<file path="src/rtl/div_unit.sv">
// div_unit: 32-bit RV32M divider (DIV/DIVU/REM/REMU), radix-2 restoring, one bit per cycle.
// Optional DIV_EARLY_OUT_EN: a divide by zero skips the iteration loop.
module div_unit (
  input  logic        i_clk,
  input  logic        i_reset,
  input  logic        i_start,
  input  logic [31:0] i_operand_a,
  input  logic [31:0] i_operand_b,
  input  logic [1:0]  i_div_op,
  output logic        o_busy,
  output logic        o_valid,
  output logic [31:0] o_div_data
);
  localparam logic [1:0] IDLE = 2'd0;
  localparam logic [1:0] CALC = 2'd1;
  localparam logic [1:0] DONE = 2'd2;
  logic [1:0]  state_q, state_d;
  logic [5:0]  cnt_q, cnt_d;
  logic [31:0] rem_q, rem_d, quot_q, quot_d, dvs_q, dvs_d, data_d;
  logic        is_rem_q, is_rem_d, sa_q, sa_d, sb_q, sb_d, valid_d;
  logic        sgn, ge;
  logic [31:0] mag_a, mag_b, q_res, r_res;
  logic [32:0] sh;
  assign o_busy = state_q != IDLE;
  always_comb begin
    sgn   = ~i_div_op[0];
    mag_a = (sgn && i_operand_a[31]) ? -i_operand_a : i_operand_a;
    mag_b = (sgn && i_operand_b[31]) ? -i_operand_b : i_operand_b;
    sh    = {rem_q, quot_q[31]};
    ge    = sh >= {1'b0, dvs_q};
    // a zero divisor yields all-ones quotient; its sign correction is suppressed
    q_res = ((sa_q ^ sb_q) && dvs_q != 32'd0) ? -quot_q : quot_q;
    r_res = sa_q ? -rem_q : rem_q;
    state_d  = state_q;
    cnt_d    = cnt_q;
    rem_d    = rem_q;
    quot_d   = quot_q;
    dvs_d    = dvs_q;
    is_rem_d = is_rem_q;
    sa_d     = sa_q;
    sb_d     = sb_q;
    valid_d  = 1'b0;
    data_d   = o_div_data;
    if (state_q == IDLE) begin
      if (i_start) begin
        state_d  = CALC;
        is_rem_d = i_div_op[1];
        sa_d     = sgn & i_operand_a[31];
        sb_d     = sgn & i_operand_b[31];
        dvs_d    = mag_b;
        rem_d    = 32'd0;
        quot_d   = mag_a;
        cnt_d    = 6'd32;
`ifdef DIV_EARLY_OUT_EN
        // preload the divide-by-zero result and skip straight to the finishing cycle
        if (i_operand_b == 32'd0) begin
          rem_d  = mag_a;
          quot_d = '1;
          cnt_d  = 6'd0;
        end
`endif
      end
    end else if (state_q == CALC) begin
      if (cnt_q == 6'd0) begin
        state_d = DONE;
        valid_d = 1'b1;
        data_d  = is_rem_q ? r_res : q_res;
      end else begin
        rem_d  = ge ? sh[31:0] - dvs_q : sh[31:0];
        quot_d = {quot_q[30:0], ge};
        cnt_d  = cnt_q - 6'd1;
      end
    end else begin
      state_d = IDLE;
    end
  end
  always_ff @(posedge i_clk or posedge i_reset) begin
    if (i_reset) begin
      state_q    <= IDLE;
      cnt_q      <= 6'd0;
      rem_q      <= 32'd0;
      quot_q     <= 32'd0;
      dvs_q      <= 32'd0;
      is_rem_q   <= 1'b0;
      sa_q       <= 1'b0;
      sb_q       <= 1'b0;
      o_valid    <= 1'b0;
      o_div_data <= 32'd0;
    end else begin
      state_q    <= state_d;
      cnt_q      <= cnt_d;
      rem_q      <= rem_d;
      quot_q     <= quot_d;
      dvs_q      <= dvs_d;
      is_rem_q   <= is_rem_d;
      sa_q       <= sa_d;
      sb_q       <= sb_d;
      o_valid    <= valid_d;
      o_div_data <= data_d;
    end
  end
endmodule
</file>
<file path="config.mk">
export PLATFORM = sky130hd
export DESIGN_NAME = div_unit
export DESIGN_NICKNAME = d
export VERILOG_FILES = /design/src/rtl/div_unit.sv
export SDC_FILE = /design/constraint.sdc
export NUM_CORES = 1
export LEC_CHECK = 0
export CAP_MARGIN = 20
export CORE_MARGIN = 2
export CORE_UTILIZATION = 53
export CTS_CLUSTER_DIAMETER = 120
export DETAILED_ROUTE_END_ITERATION = 12
export PLACE_DENSITY = 0.8
export SETUP_SLACK_MARGIN = 0.4
export SLEW_MARGIN = 30
export SYNTH_ARGS = -nofsm -noshare
export SYNTH_HDL_FRONTEND = slang
export SYNTH_SLANG_ARGS = --single-unit
</file>
<file path="constraint.sdc">
create_clock -name i_clk -period 4.1 [get_ports i_clk]
set_input_delay 0.41 -clock i_clk [delete_from_list [all_inputs] [get_ports i_clk]]
set_output_delay 0.41 -clock i_clk [all_outputs]
set_load 0.01 [all_outputs]
</file>
==> Flow_metrics.wiki, run 1 <==
{| class="wikitable"
! Metric !! Value
|-
| Proportion of power drawn by combinational gates || 0.622
|-
| Cell at the root of the clock tree || sky130_fd_sc_hd__clkbuf_16
|-
| Worst Path Max Fanout || 25
|-
| Net count, final || 1531
|-
| Finished Core Util || 0.640
|-
| Total iterations of the first detailed-routing run || 9
|-
| Share of cells above drive strength 1 || 0.0544
|-
| Count of final max-slew check failures || 0
|-
| Core Rows || 51
|-
| Top-level port count || 103
|-
| Yosys warns || 0
|-
| Hold_buf cts || 0
|-
| Portion of total power attributed to sequential cells || 0.242
|-
| Starting utilization of the core area || 0.543
|-
| Number of buffers added for setup after CTS || 0
|-
| Hold Vio Cnt, Final || 0
|-
| Total internal power || 6.24 mW
|-
| Post-placement cell count || 1669
|-
| Total power density per cell area || 990 nW/µm²
|-
| Post-place setup slack || 0.570 ns
|-
| Worst endpoint required time || 4.47 ns
|-
| Antenna violations before repair || 0
|-
| Syn Inst Count || 1359
|-
| VDD IR-drop max || 0.858 mV
|-
| Switching Share || 0.495
|-
| Number of distinct library cell variants in the gate-level netlist after synthesis || 62
|-
| Register area || 3500 µm²
|-
| Vertical extent of the die || 145 µm
|-
| Maximum number of pins on one net before global-route repair || 70
|-
| Area inside the core boundary || 19500 µm²
|-
| Area enclosed by the die boundary || 21200 µm²
|-
| Worst slew margin relative to its limit || 0.429
|-
| Signed area change from the synthesized netlist to the final layout || 17.8%
|-
| Per-instance average area after synthesis || 7.81 µm²
|-
| Setup Crit Path Kind || flop to flop
|-
| DRT antenna net count || 0
|-
| Cell type with the highest aggregate area in the netlist || sky130_fd_sc_hd__dfrtp_1
|-
| Layout fillers || 1720
|-
| Global-route wire length before repair || 50800 µm
|-
| Tightest Hold Check Type || input pin to async pin
|-
| Clock skew after layout || 0.0134 ns
|-
| Total power || 12.4 mW
|-
| CTS H-tree lvls || 4
|-
| Number of vias in the routed layout || 10400
|-
| Part of the total power dissipated in the clock network || 0.136
|-
| Antenna diode count || 0
|-
| Global placement routability congestion || 1.00
|-
| Worst path arrival time || 3.90 ns
|-
| Ys async rst share || 1.00
|-
| Number of global-route vias before repair || 9833
|-
| Number of clock sinks seen by CTS || 140
|-
| CP Capture Type || flop
|-
| Total global-route track usage || 0.293
|-
| Number of clock buffers inserted by TritonCTS || 17
|-
| Crit start category || flop
|-
| Net Switching || 6.13 mW
|-
| Static Leak || 5.07 nW
|-
| Synth Register Bits || 140
|-
| Insertion delay of the later-clocked pin in the worst-skew pair || 0.43 ns
|-
| Post-synth EDFFs || 0
|-
| Outcome || complete, no violations
|-
| CTS Buffer Depth || 2
|-
| Area of the multi-input gates || 6630 µm²
|-
| Worst Tran Pin Value || 0.835 ns
|-
| Average vias per placed instance || 6.12
|-
| Largest cells by area after synthesis || sky130_fd_sc_hd__dfrtp_1 33%, sky130_fd_sc_hd__o21ai_0 8.4%, sky130_fd_sc_hd__nand2_1 6.9%
|-
| Max Cap Violations || 0
|-
| Final period utilization || 0.860
|-
| Synth top area share || 0.330
|-
| Maximum clock frequency || 0.284 GHz
|-
| Die boundary width || 145 µm
|-
| Number of nets in the synthesized netlist || 1467
|-
| Cell Count, Final, Fillers Out || 1700
|-
| Netlist area before placement || 10600 µm²
|-
| Drt initial violations || 1042
|-
| RSZ-0062 raised after global routing || true
|-
| Number of remaining DRC errors || 0
|-
| Cell with the most instances after synthesis || sky130_fd_sc_hd__nand2_1
|-
| CTS clk-pin slew, worst paths || 0.07 ns
|-
| Total routed wirelength || 30600 µm
|-
| Top_reg_cell synth || sky130_fd_sc_hd__dfrtp_1
|-
| Detailed Place HPWL || 23100 µm
|-
| Final-layout setup total negative slack || 0 ns
|-
| Routed wire length per instance || 18.0 µm
|-
| Sequential cell area fraction in the yosys report || 0.330
|-
| Clock tree from TritonCTS || built
|-
| Min cycle time layout || 3.53 ns
|-
| CTS resizes || 0
|-
| Overflow left after global routing || 0
|-
| List of most frequent post-synthesis cells || 195 x sky130_fd_sc_hd__nand2_1, 179 x sky130_fd_sc_hd__o21ai_0, 140 x sky130_fd_sc_hd__dfrtp_1
|-
| Count of input and output buffers || 102
|-
| Worst Setup Slack, final || 0.573 ns
|-
| Final count of negative-setup-slack endpoints || 0
|}
==> final cells by class <==
type	count	share of cell area
clock inverters	14	0.0166
clock buffers	17	0.0340
multi-input cells	1084	0.531
well taps	265	0.0265
flip-flops and latches	140	0.280
repair buffers	120	0.0935
inverters	60	0.0183
==> sequential cells by signal, indices dropped and copies added (netlist names) <==
| signal | count |
|---|---|
| cnt_q | 6 |
| dvs_q | 32 |
| is_rem_q | 1 |
| o_div_data | 32 |
| o_valid | 1 |
| quot_q | 32 |
| rem_q | 32 |
| sa_q | 1 |
| sb_q | 1 |
| state_q | 2 |
==> worst max-delay path, stage by stage, from the launching register on <==
cell and delay, ns:
sky130_fd_sc_hd__dfrtp_1 0.47, sky130_fd_sc_hd__ha_1 0.43, sky130_fd_sc_hd__and3_1 0.21, sky130_fd_sc_hd__nand2_1 0.13, sky130_fd_sc_hd__a211oi_1 0.44, sky130_fd_sc_hd__o2111ai_1 0.30, sky130_fd_sc_hd__a211o_1 0.40, sky130_fd_sc_hd__a21o_2 0.40
sky130_fd_sc_hd__a2111oi_0 0.50, sky130_fd_sc_hd__a311o_1 0.17
==> final timing paths <==
| kind | depth (start not counted) | from | slack, ns | to |
|---|---|---|---|---|
| worst max-delay path | 9 | rem_q[7]$_DFFE_PP0P_ | 0.57 | rem_q[23]$_DFFE_PP0P_ |
| worst min-delay path | 2 | i_reset | 0.44 | rem_q[27]$_DFFE_PP0P_ |
| worst max register to register | 9 | rem_q[7]$_DFFE_PP0P_ | 0.57 | rem_q[23]$_DFFE_PP0P_ |
| worst min register to register | 1 | o_div_data[25]$_DFFE_PP0P_ | 0.47 | o_div_data[25]$_DFFE_PP0P_ |
| max in group asynchronous | 3 | i_reset | 2.77 | dvs_q[10]$_DFFE_PP0P_ |
| min in group i_clk | 1 | o_div_data[25]$_DFFE_PP0P_ | 0.47 | o_div_data[25]$_DFFE_PP0P_ |
==> cells by family after synthesis <==
kind of cell | Yosys count | synth area share
AO/OA/AOI/OAI | 436 | 0.248
buffers and inverters | 135 | 0.0482
adder cells (fa/ha/maj) | 39 | 0.0467
flip-flops | 140 | 0.330
AND/OR/NAND/NOR | 465 | 0.207
multiplexers | 4 | 0.00401
XOR/XNOR | 140 | 0.116
==> power by group through the flow <==
stage	Clock [mW]	Sequential [mW]	Combinational (mW)
after floorplan	0	2.72	5.53
after global placement	0	2.93	7.40
after detailed placement	0	2.97	7.50
after CTS	1.69	2.96	7.56
after global routing	1.75	3.10	8.50
final	1.68	3.00	7.69
==> layout by cell type (no fill, tap or decap), types with 5 or more instances in the layout <==
| cell | count |
|---|---|
| sky130_fd_sc_hd__nand2_1 | 194 |
| sky130_fd_sc_hd__o21ai_0 | 179 |
| sky130_fd_sc_hd__dfrtp_1 | 139 |
| sky130_fd_sc_hd__a21oi_1 | 105 |
| sky130_fd_sc_hd__clkdlybuf4s50_1 | 102 |
| sky130_fd_sc_hd__nor2_1 | 81 |
| sky130_fd_sc_hd__xnor2_1 | 73 |
| sky130_fd_sc_hd__xor2_1 | 67 |
| sky130_fd_sc_hd__inv_1 | 58 |
| sky130_fd_sc_hd__o31ai_1 | 38 |
| sky130_fd_sc_hd__ha_1 | 38 |
| sky130_fd_sc_hd__nor3_1 | 31 |
| sky130_fd_sc_hd__nand3_1 | 29 |
| sky130_fd_sc_hd__nand4_1 | 23 |
| sky130_fd_sc_hd__nor4_1 | 21 |
| sky130_fd_sc_hd__or3_1 | 17 |
| sky130_fd_sc_hd__clkbuf_16 | 17 |
| sky130_fd_sc_hd__buf_4 | 17 |
| sky130_fd_sc_hd__a21o_1 | 16 |
| sky130_fd_sc_hd__and3_1 | 11 |
| sky130_fd_sc_hd__o41ai_1 | 11 |
| sky130_fd_sc_hd__nor2b_1 | 9 |
| sky130_fd_sc_hd__and2_1 | 9 |
| sky130_fd_sc_hd__o211ai_1 | 9 |
| sky130_fd_sc_hd__or4_1 | 9 |
| sky130_fd_sc_hd__a31oi_1 | 8 |
| sky130_fd_sc_hd__o311ai_0 | 8 |
| sky130_fd_sc_hd__a211oi_1 | 7 |
| sky130_fd_sc_hd__nand2b_1 | 7 |
| sky130_fd_sc_hd__a41oi_1 | 6 |
| sky130_fd_sc_hd__a211o_1 | 5 |
| sky130_fd_sc_hd__o21a_1 | 5 |
| sky130_fd_sc_hd__a21boi_0 | 5 |
| sky130_fd_sc_hd__inv_6 | 5 |
==> layer usage <==
| metal | track usage | part of all wire | up-vias |
|---|---|---|---|
| met5 | 0 | 0 | - |
| met4 | 0.0961 | 0.022 | 0 |
| met3 | 0.0536 | 0.078 | 46 |
| met2 | 0.461 | 0.46 | 443 |
| met1 | 0.411 | 0.44 | 4912 |
| li1 | - | - | 4999 |
==> through the flow <==
stage | hold WS (ns) | instance area [µm²]
3_3_place_gp | 0.460 | 11800
4_1_cts | 0.468 | 12500
5_1_grt | 0.496 | 12500
3_5_place_dp | 0.466 | 11800
6_report | 0.438 | 12500
2_1_floorplan | 0.469 | 10600
(Power assumes the default switching activity.)
==> inputs of run 2 (changes only) <==
--- a/config.mk
+++ b/config.mk
@@ -6,6 +6,7 @@
 export NUM_CORES = 1
 export LEC_CHECK = 0
 export CAP_MARGIN = 20
+export CORE_ASPECT_RATIO = 0.6
 export CORE_MARGIN = 2
 export CORE_UTILIZATION = 53
 export CTS_CLUSTER_DIAMETER = 120
==> run 2 against run 1 <==
Against the previous run: global-route usage increased by 0.45 points; sequential power fell by 3%; die area up 0.18%; non-clock buffer count up 5; total power is 1.0% higher; fmax up 0.13%; via count grew 1.8%; sequential share of layout area is 0.12 points lower; setup slack improved by 0.0046 ns.
==> Flow_metrics.wiki, run 2 (synthesis results as in run 1) <==
{| class="wikitable"
! Metric !! Value
|-
| Static Leak || 5.10 nW
|-
| Final count of negative-setup-slack endpoints || 0
|-
| Clock skew after layout || 0.00965 ns
|-
| Total internal power || 6.31 mW
|-
| Antenna diode count || 0
|-
| Slowest Stage Delay on Critical Path || 0.52 ns
|-
| Maximum clock frequency || 0.284 GHz
|-
| Net count, final || 1536
|-
| Hold Crit Start || o_div_data[19]$_DFFE_PP0P_
|-
| Total routed wirelength || 31600 µm
|-
| Count of final max-slew check failures || 0
|-
| Worst Tran Pin Value || 0.942 ns
|-
| Antenna violations before repair || 0
|-
| Die boundary width || 187 µm
|-
| DRT antenna net count || 0
|-
| Number of buffers added for setup after CTS || 0
|-
| Number of clock sinks seen by CTS || 140
|-
| Cell at the root of the clock tree || sky130_fd_sc_hd__clkbuf_16
|-
| CP Capture Type || flop
|-
| Worst slew margin relative to its limit || 0.371
|-
| Destination of the worst hold path || o_div_data[19]$_DFFE_PP0P_
|-
| Area inside the core boundary || 19800 µm²
|-
| Drt initial violations || 1256
|-
| Worst-path cell chain || ha_1, a21o_1, a21oi_1, a211oi_2, o2111ai_1, a211o_1, a21o_1, buf_4, a21oi_1, a311o_1
|-
| Origin of the critical flop-to-flop path || rem_q[2]$_DFFE_PP0P_
|-
| Share of cells above drive strength 1 || 0.0549
|-
| Setup Crit Path Kind || flop to flop
|-
| Switching Share || 0.495
|-
| Part of the total power dissipated in the clock network || 0.139
|-
| Commonest non-fill, non-tap cells in the layout || 194 x sky130_fd_sc_hd__nand2_1, 179 x sky130_fd_sc_hd__o21ai_0, 140 x sky130_fd_sc_hd__dfrtp_1
|-
| Largest delay contributor family on the critical path || compound AO/OA/AOI/OAI gates
|-
| Count of input and output buffers || 102
|-
| Final-layout setup total negative slack || 0 ns
|-
| Finished Core Util || 0.633
|-
| Leading cell type in the layout, fill and taps excluded || sky130_fd_sc_hd__nand2_1
|-
| Number of remaining DRC errors || 0
|-
| Net Switching || 6.18 mW
|-
| Outcome || complete, no violations
|-
| Starting utilization of the core area || 0.535
|-
| Proportion of power drawn by combinational gates || 0.628
|-
| Top-level port count || 103
|-
| Worst Setup Slack, final || 0.577 ns
|-
| Insertion delay of the later-clocked pin in the worst-skew pair || 0.44 ns
|-
| Number of clock buffers inserted by TritonCTS || 17
|-
| Bufs and invs on worst path || 1
|-
| Worst Path Max Fanout || 19
|-
| Total power density per cell area || 996 nW/µm²
|-
| Area enclosed by the die boundary || 21200 µm²
|-
| Hold Path Stages || 2
|-
| CTS Buffer Depth || 2
|-
| Routed wire length per instance || 18.4 µm
|-
| Final-layout worst hold slack || 0.478 ns
|-
| RSZ-0062 raised after global routing || true
|-
| Worst reg2reg setup slack || 0.58 ns
|-
| Clock tree from TritonCTS || built
|-
| Max Cap Violations || 0
|-
| Signed area change from the synthesized netlist to the final layout || 18.3%
|-
| Final period utilization || 0.859
|-
| Total iterations of the first detailed-routing run || 6
|-
| Worst endpoint required time || 4.42 ns
|-
| Post-place setup slack || 0.641 ns
|-
| Global placement routability congestion || 0.964
|-
| Total power || 12.5 mW
|-
| Worst flop-to-flop path endpoint || rem_q[1]$_DFFE_PP0P_
|-
| VDD IR-drop max || 0.612 mV
|-
| Overflow left after global routing || 0
|-
| Worst r2r path cells || 10
|-
| Min cycle time layout || 3.52 ns
|-
| CTS H-tree lvls || 4
|-
| Detailed Place HPWL || 23200 µm
|-
| Global-route wire length before repair || 50200 µm
|-
| Crit start category || flop
|-
| Number of vias in the routed layout || 10600
|-
| Total global-route track usage || 0.297
|-
| Portion of total power attributed to sequential cells || 0.233
|-
| Hold Vio Cnt, Final || 0
|-
| Worst path arrival time || 3.84 ns
|-
| Crit path depth || 10
|-
| Library cell contributing the largest single delay on the critical path || sky130_fd_sc_hd__a21o_1
|-
| Number of global-route vias before repair || 9332
|-
| CTS clk-pin slew, worst paths || 0.06 ns
|-
| Tightest Hold Check Type || flop to flop
|-
| Average vias per placed instance || 6.18
|-
| Maximum number of pins on one net before global-route repair || 141
|-
| Core Rows || 40
|-
| Vertical extent of the die || 114 µm
|}
-- run 2: how the worst max path moves through the flow --
stage                              start                    end  slack, ns
finish              rem_q[2]$_DFFE_PP0P_   rem_q[1]$_DFFE_PP0P_       0.58
CTS                 rem_q[2]$_DFFE_PP0P_  rem_q[16]$_DFFE_PP0P_       0.61
detailed placement  rem_q[2]$_DFFE_PP0P_  rem_q[16]$_DFFE_PP0P_       0.64
global placement    rem_q[7]$_DFFE_PP0P_  rem_q[30]$_DFFE_PP0P_       0.78
floorplan           rem_q[7]$_DFFE_PP0P_   rem_q[0]$_DFFE_PP0P_       1.20
global route        rem_q[2]$_DFFE_PP0P_   rem_q[1]$_DFFE_PP0P_       0.39
-- run 2: area by class of cell --
cell class / count / area [µm²]
multi-input cells: 1084 / 6620
inverters: 60 / 229
repair buffers: 125 / 1210
clock buffers: 17 / 425
flip-flops and latches: 140 / 3500
clock inverters: 14 / 220
fillers: 1720 / 7270
well taps: 273 / 342
-- run 2: timing repair --
item | CTS | global route
gates resized for setup | 0 | 2
hold buffers | 0 | 0
setup endpoints to repair | 0 | 9
-- run 2: power by group through the flow --
stage               clock, mW  combinational, mW  sequential [mW]
floorplan                   0               5.53             2.72
global placement            0               7.47             2.88
detailed placement          0               7.60             2.89
CTS                      1.74               7.67             2.88
global route             1.80               8.61             3.00
finish                   1.73               7.85             2.91
-- run 2: tightest hold or removal path, delay by kind of cell (launching register included) --
family	cells	cell delay, ns
flip-flops	1	0.34
AND/OR/NAND/NOR	1	0.05
AO/OA/AOI/OAI	1	0.06
-- run 2: layer usage --
metal / up-vias / wire length [µm] / GRT usage
li1: 5006 / - / -
met1: 5058 / 15400 / 0.463
met2: 498 / 12800 / 0.414
met3: 30 / 3080 / 0.0723
met4: 0 / 314 / 0.0624
met5: - / 0 / 0
-- run 2: per-stage QoR --
| step | cell area [µm²] | std cells |
|---|---|---|
| after floorplan | 10600 | 1359 |
| after global placement | 11900 | 1682 |
| after detailed placement | 11900 | 1682 |
| after CTS | 12500 | 1713 |
| after global routing | 12500 | 1713 |
| final | 12500 | 1713 |
==> inputs of run 3 (changes only) <==
--- a/config.mk
+++ b/config.mk
@@ -5,13 +5,14 @@
 export SDC_FILE = /design/constraint.sdc
 export NUM_CORES = 1
 export LEC_CHECK = 0
+export ABC_AREA = 1
 export CAP_MARGIN = 20
 export CORE_ASPECT_RATIO = 0.6
 export CORE_MARGIN = 2
-export CORE_UTILIZATION = 53
+export CORE_UTILIZATION = 55
 export CTS_CLUSTER_DIAMETER = 120
 export DETAILED_ROUTE_END_ITERATION = 12
-export PLACE_DENSITY = 0.8
+export PLACE_DENSITY = 0.81
 export SETUP_SLACK_MARGIN = 0.4
 export SLEW_MARGIN = 30
 export SYNTH_ARGS = -nofsm -noshare
==> run 3 against run 2 <==
Against the previous run: design area rose by 17%; total power is 39% lower; clock power shrank 13%; sequential power decreased by 26%; final cell count is 52% higher; utilization grew 0.32 points; via count up 39%; area after synthesis grew 22%; sequential cell count stayed put; highest routed layer is now met5.
==> Flow_metrics.wiki, run 3 <==
{| class="wikitable"
! Metric !! Value
|-
| RSZ-0062 raised after global routing || false
|-
| Maximum number of pins on one net before global-route repair || 113
|-
| Simple logic cell fraction of the synthesized area || 0.428
|-
| Worst Tran Pin Value || 0.861 ns
|-
| Vertical extent of the die || 123 µm
|-
| Layout fillers || 2305
|-
| CTS H-tree lvls || 4
|-
| Die boundary width || 202 µm
|-
| Ys async rst share || 1.00
|-
| Maximum clock frequency || 0.362 GHz
|-
| Detailed Place HPWL || 35800 µm
|-
| Global placement routability congestion || 1.03
|-
| Post-placement cell count || 2571
|-
| Dominant combinational cell family by area after synthesis || simple AND/OR/NAND/NOR gates
|-
| Starting utilization of the core area || 0.561
|-
| Bufs and invs on worst path || 3
|-
| Netlist area before placement || 12900 µm²
|-
| Count of final max-slew check failures || 0
|-
| Worst Path Max Fanout || 34
|-
| Static Leak || 7.37 nW
|-
| Part of the total power dissipated in the clock network || 0.197
|-
| Slowest Stage Delay on Critical Path || 0.45 ns
|-
| Drt initial violations || 1839
|-
| GR Layer Usage met1 || 0.592
|-
| Final period utilization || 0.674
|-
| Yosys warns || 0
|-
| Synth top area share || 0.271
|-
| Final count of negative-setup-slack endpoints || 0
|-
| Largest cells by area after synthesis || sky130_fd_sc_hd__dfrtp_1 27%, sky130_fd_sc_hd__nand2_1 23%, sky130_fd_sc_hd__inv_1 8.4%
|-
| Area inside the core boundary || 23100 µm²
|-
| Setup Crit Path Kind || flop to flop
|-
| Commonest non-fill, non-tap cells in the layout || 780 x sky130_fd_sc_hd__nand2_1, 287 x sky130_fd_sc_hd__inv_1, 253 x sky130_fd_sc_hd__nor2_1
|-
| CTS resizes || 0
|-
| Most common cell on crit path || sky130_fd_sc_hd__nand2_1
|-
| Share of cells above drive strength 1 || 0.0433
|-
| Crit start category || flop
|-
| Post-synthesis share of cell area spent on xor and xnor gates || 0.0385
|-
| Proportion of power drawn by combinational gates || 0.519
|-
| Cell type with the highest aggregate area in the netlist || sky130_fd_sc_hd__dfrtp_1
|-
| Per-instance average area after synthesis || 5.86 µm²
|-
| Post-synthesis adder-cell area fraction || 0.0383
|-
| Top_reg_cell synth || sky130_fd_sc_hd__dfrtp_1
|-
| Syn Inst Count || 2209
|-
| Synth Register Bits || 140
|-
| Cell Count, Final, Fillers Out || 2603
|-
| Fraction of met2 tracks used by global routing || 0.488
|-
| Max Cap Violations || 0
|-
| Total internal power || 3.80 mW
|-
| Largest delay contributor family on the critical path || simple AND/OR/NAND/NOR gates
|-
| Number of vias in the routed layout || 14700
|-
| Worst path arrival time || 3.12 ns
|-
| Antenna diode count || 0
|-
| Clock tree from TritonCTS || built
|-
| Global-route met3 utilization || 0.108
|-
| Final-layout setup total negative slack || 0 ns
|-
| Net Switching || 3.79 mW
|-
| CP Capture Type || flop
|-
| Signed area change from the synthesized netlist to the final layout || 13.4%
|-
| Mux cell area share after synthesis || 0
|-
| Count of input and output buffers || 102
|-
| Insertion delay of the later-clocked pin in the worst-skew pair || 0.44 ns
|-
| Library cell contributing the largest single delay on the critical path || sky130_fd_sc_hd__nor2_8
|-
| Hold Vio Cnt, Final || 0
|-
| Antenna violations before repair || 1
|-
| Layer with the highest usage after global routing || met1
|-
| Average vias per placed instance || 5.65
|-
| Worst endpoint required time || 4.46 ns
|-
| Number of nets in the synthesized netlist || 2317
|-
| Sequential cell area fraction in the yosys report || 0.271
|-
| Min cycle time layout || 2.76 ns
|-
| Total iterations of the first detailed-routing run || 6
|-
| CTS Buffer Depth || 2
|-
| Cell at the root of the clock tree || sky130_fd_sc_hd__clkbuf_16
|-
| Outcome || complete, no violations
|-
| Top-level port count || 103
|-
| Worst slew margin relative to its limit || 0.425
|-
| Total power density per cell area || 517 nW/µm²
|-
| Portion of total power attributed to sequential cells || 0.283
|-
| Tightest Hold Check Type || input pin to async pin
|-
| CTS clk-pin slew, worst paths || 0.07 ns
|-
| Number of distinct library cell variants in the gate-level netlist after synthesis || 43
|-
| List of most frequent post-synthesis cells || 780 x sky130_fd_sc_hd__nand2_1, 290 x sky130_fd_sc_hd__inv_1, 253 x sky130_fd_sc_hd__nor2_1
|-
| Post-synth EDFFs || 0
|-
| Clock skew after layout || 0.0130 ns
|-
| Compound-Gate Fraction of Synth Area || 0.111
|-
| DRT antenna net count || 0
|-
| Number of remaining DRC errors || 0
|-
| Routed wire length per instance || 17.5 µm
|-
| Number of buffers added for setup after CTS || 0
|-
| Worst-path cell chain || inv_1, ha_1, nand2_1, inv_2, nand2_1, inv_2, a21oi_2, nor2_4, nor2_8, nand2_8, nand2_1, nand3_1, o21ai_1
|-
| Hold_buf cts || 0
|-
| Number of global-route vias before repair || 12900
|-
| Total routed wirelength || 45500 µm
|-
| Global-route wire length before repair || 70900 µm
|-
| Leading cell type in the layout, fill and taps excluded || sky130_fd_sc_hd__nand2_1
|-
| Total global-route track usage || 0.372
|-
| Core Rows || 43
|-
| Number of clock sinks seen by CTS || 140
|-
| Net count, final || 2383
|-
| Switching Share || 0.500
|-
| Overflow left after global routing || 0
|-
| VDD IR-drop max || 0.320 mV
|-
| Cell with the most instances after synthesis || sky130_fd_sc_hd__nand2_1
|-
| Area enclosed by the die boundary || 24800 µm²
|-
| Number of clock buffers inserted by TritonCTS || 17
|}
run 3: cell types whose count changed after synthesis, moves of 37 or more:
cell / previous run / this run
sky130_fd_sc_hd__inv_1: 59 / 290
sky130_fd_sc_hd__o21ai_0: 179 / 121
sky130_fd_sc_hd__xnor2_1: 73 / 14
sky130_fd_sc_hd__nand3_1: 29 / 213
sky130_fd_sc_hd__clkbuf_1: 72 / 32
sky130_fd_sc_hd__o31ai_1: 38 / 1
sky130_fd_sc_hd__nor2_1: 83 / 253
sky130_fd_sc_hd__nand2_1: 195 / 780
run 3: kinds of logic (layout without fill, tap and decap cells):
kind of cell / after synthesis / after routing
AND/OR/NAND/NOR: 1331 / 1331
AO/OA/AOI/OAI: 271 / 271
flip-flops: 140 / 140
buffers and inverters: 372 / 451
XOR/XNOR: 56 / 56
adder cells (fa/ha/maj): 39 / 39
run 3: routing by layer:
| metal | share of wire | vias to the layer above |
|---|---|---|
| met2 | 0.38 | 806 |
| li1 | - | 7100 |
| met1 | 0.48 | 6764 |
| met3 | 0.13 | 31 |
| met4 | 0.0080 | 2 |
| met5 | 0.00018 | - |
run 3: area by class of cell:
class | instances | area (µm²) | area share
multi-input combinational | 1697 | 7970 | 0.542
sequential | 140 | 3500 | 0.239
inverter | 308 | 1160 | 0.0792
timing repair buffer | 111 | 1100 | 0.0750
clock buffer | 17 | 425 | 0.0290
tap | 315 | 394 | 0.0268
clock inverter | 15 | 133 | 0.00903
run 3: stage by stage:
stage               setup WS, ns  utilization  hold slack (ns)  cell area, µm²  total power [mW]
floorplan                   1.94            -            0.449           12900              4.87
global placement            1.41        0.612            0.461           14100              5.89
detailed placement          1.40        0.612            0.466           14100              5.95
CTS                         1.27        0.636            0.429           14700              7.45
global route                1.23        0.636            0.470           14700              8.15
finish                      1.34        0.636            0.418           14700              7.59
run 3: worst paths after layout:
path / start / to / slack, ns / cells after the start
worst max-delay path: dvs_q[23]$_DFFE_PP0P_ / rem_q[0]$_DFFE_PP0P_ / 1.34 / 13
worst min-delay path: i_reset / o_div_data[25]$_DFFE_PP0P_ / 0.42 / 2
worst max register to register: dvs_q[23]$_DFFE_PP0P_ / rem_q[0]$_DFFE_PP0P_ / 1.34 / 13
worst min register to register: o_div_data[25]$_DFFE_PP0P_ / o_div_data[25]$_DFFE_PP0P_ / 0.48 / 2
max in group asynchronous: i_reset / dvs_q[8]$_DFFE_PP0P_ / 2.66 / 3
min in group i_clk: o_div_data[25]$_DFFE_PP0P_ / o_div_data[25]$_DFFE_PP0P_ / 0.48 / 2
run 3: power by group through the flow:
| stage | registers [mW] | logic (mW) | clock network (mW) |
|---|---|---|---|
| final | 2.15 | 3.94 | 1.50 |
| after global routing | 2.16 | 4.42 | 1.56 |
| after CTS | 2.11 | 3.84 | 1.50 |
| after detailed placement | 2.14 | 3.81 | 0 |
| after global placement | 2.13 | 3.76 | 0 |
| after floorplan | 1.93 | 2.94 | 0 |
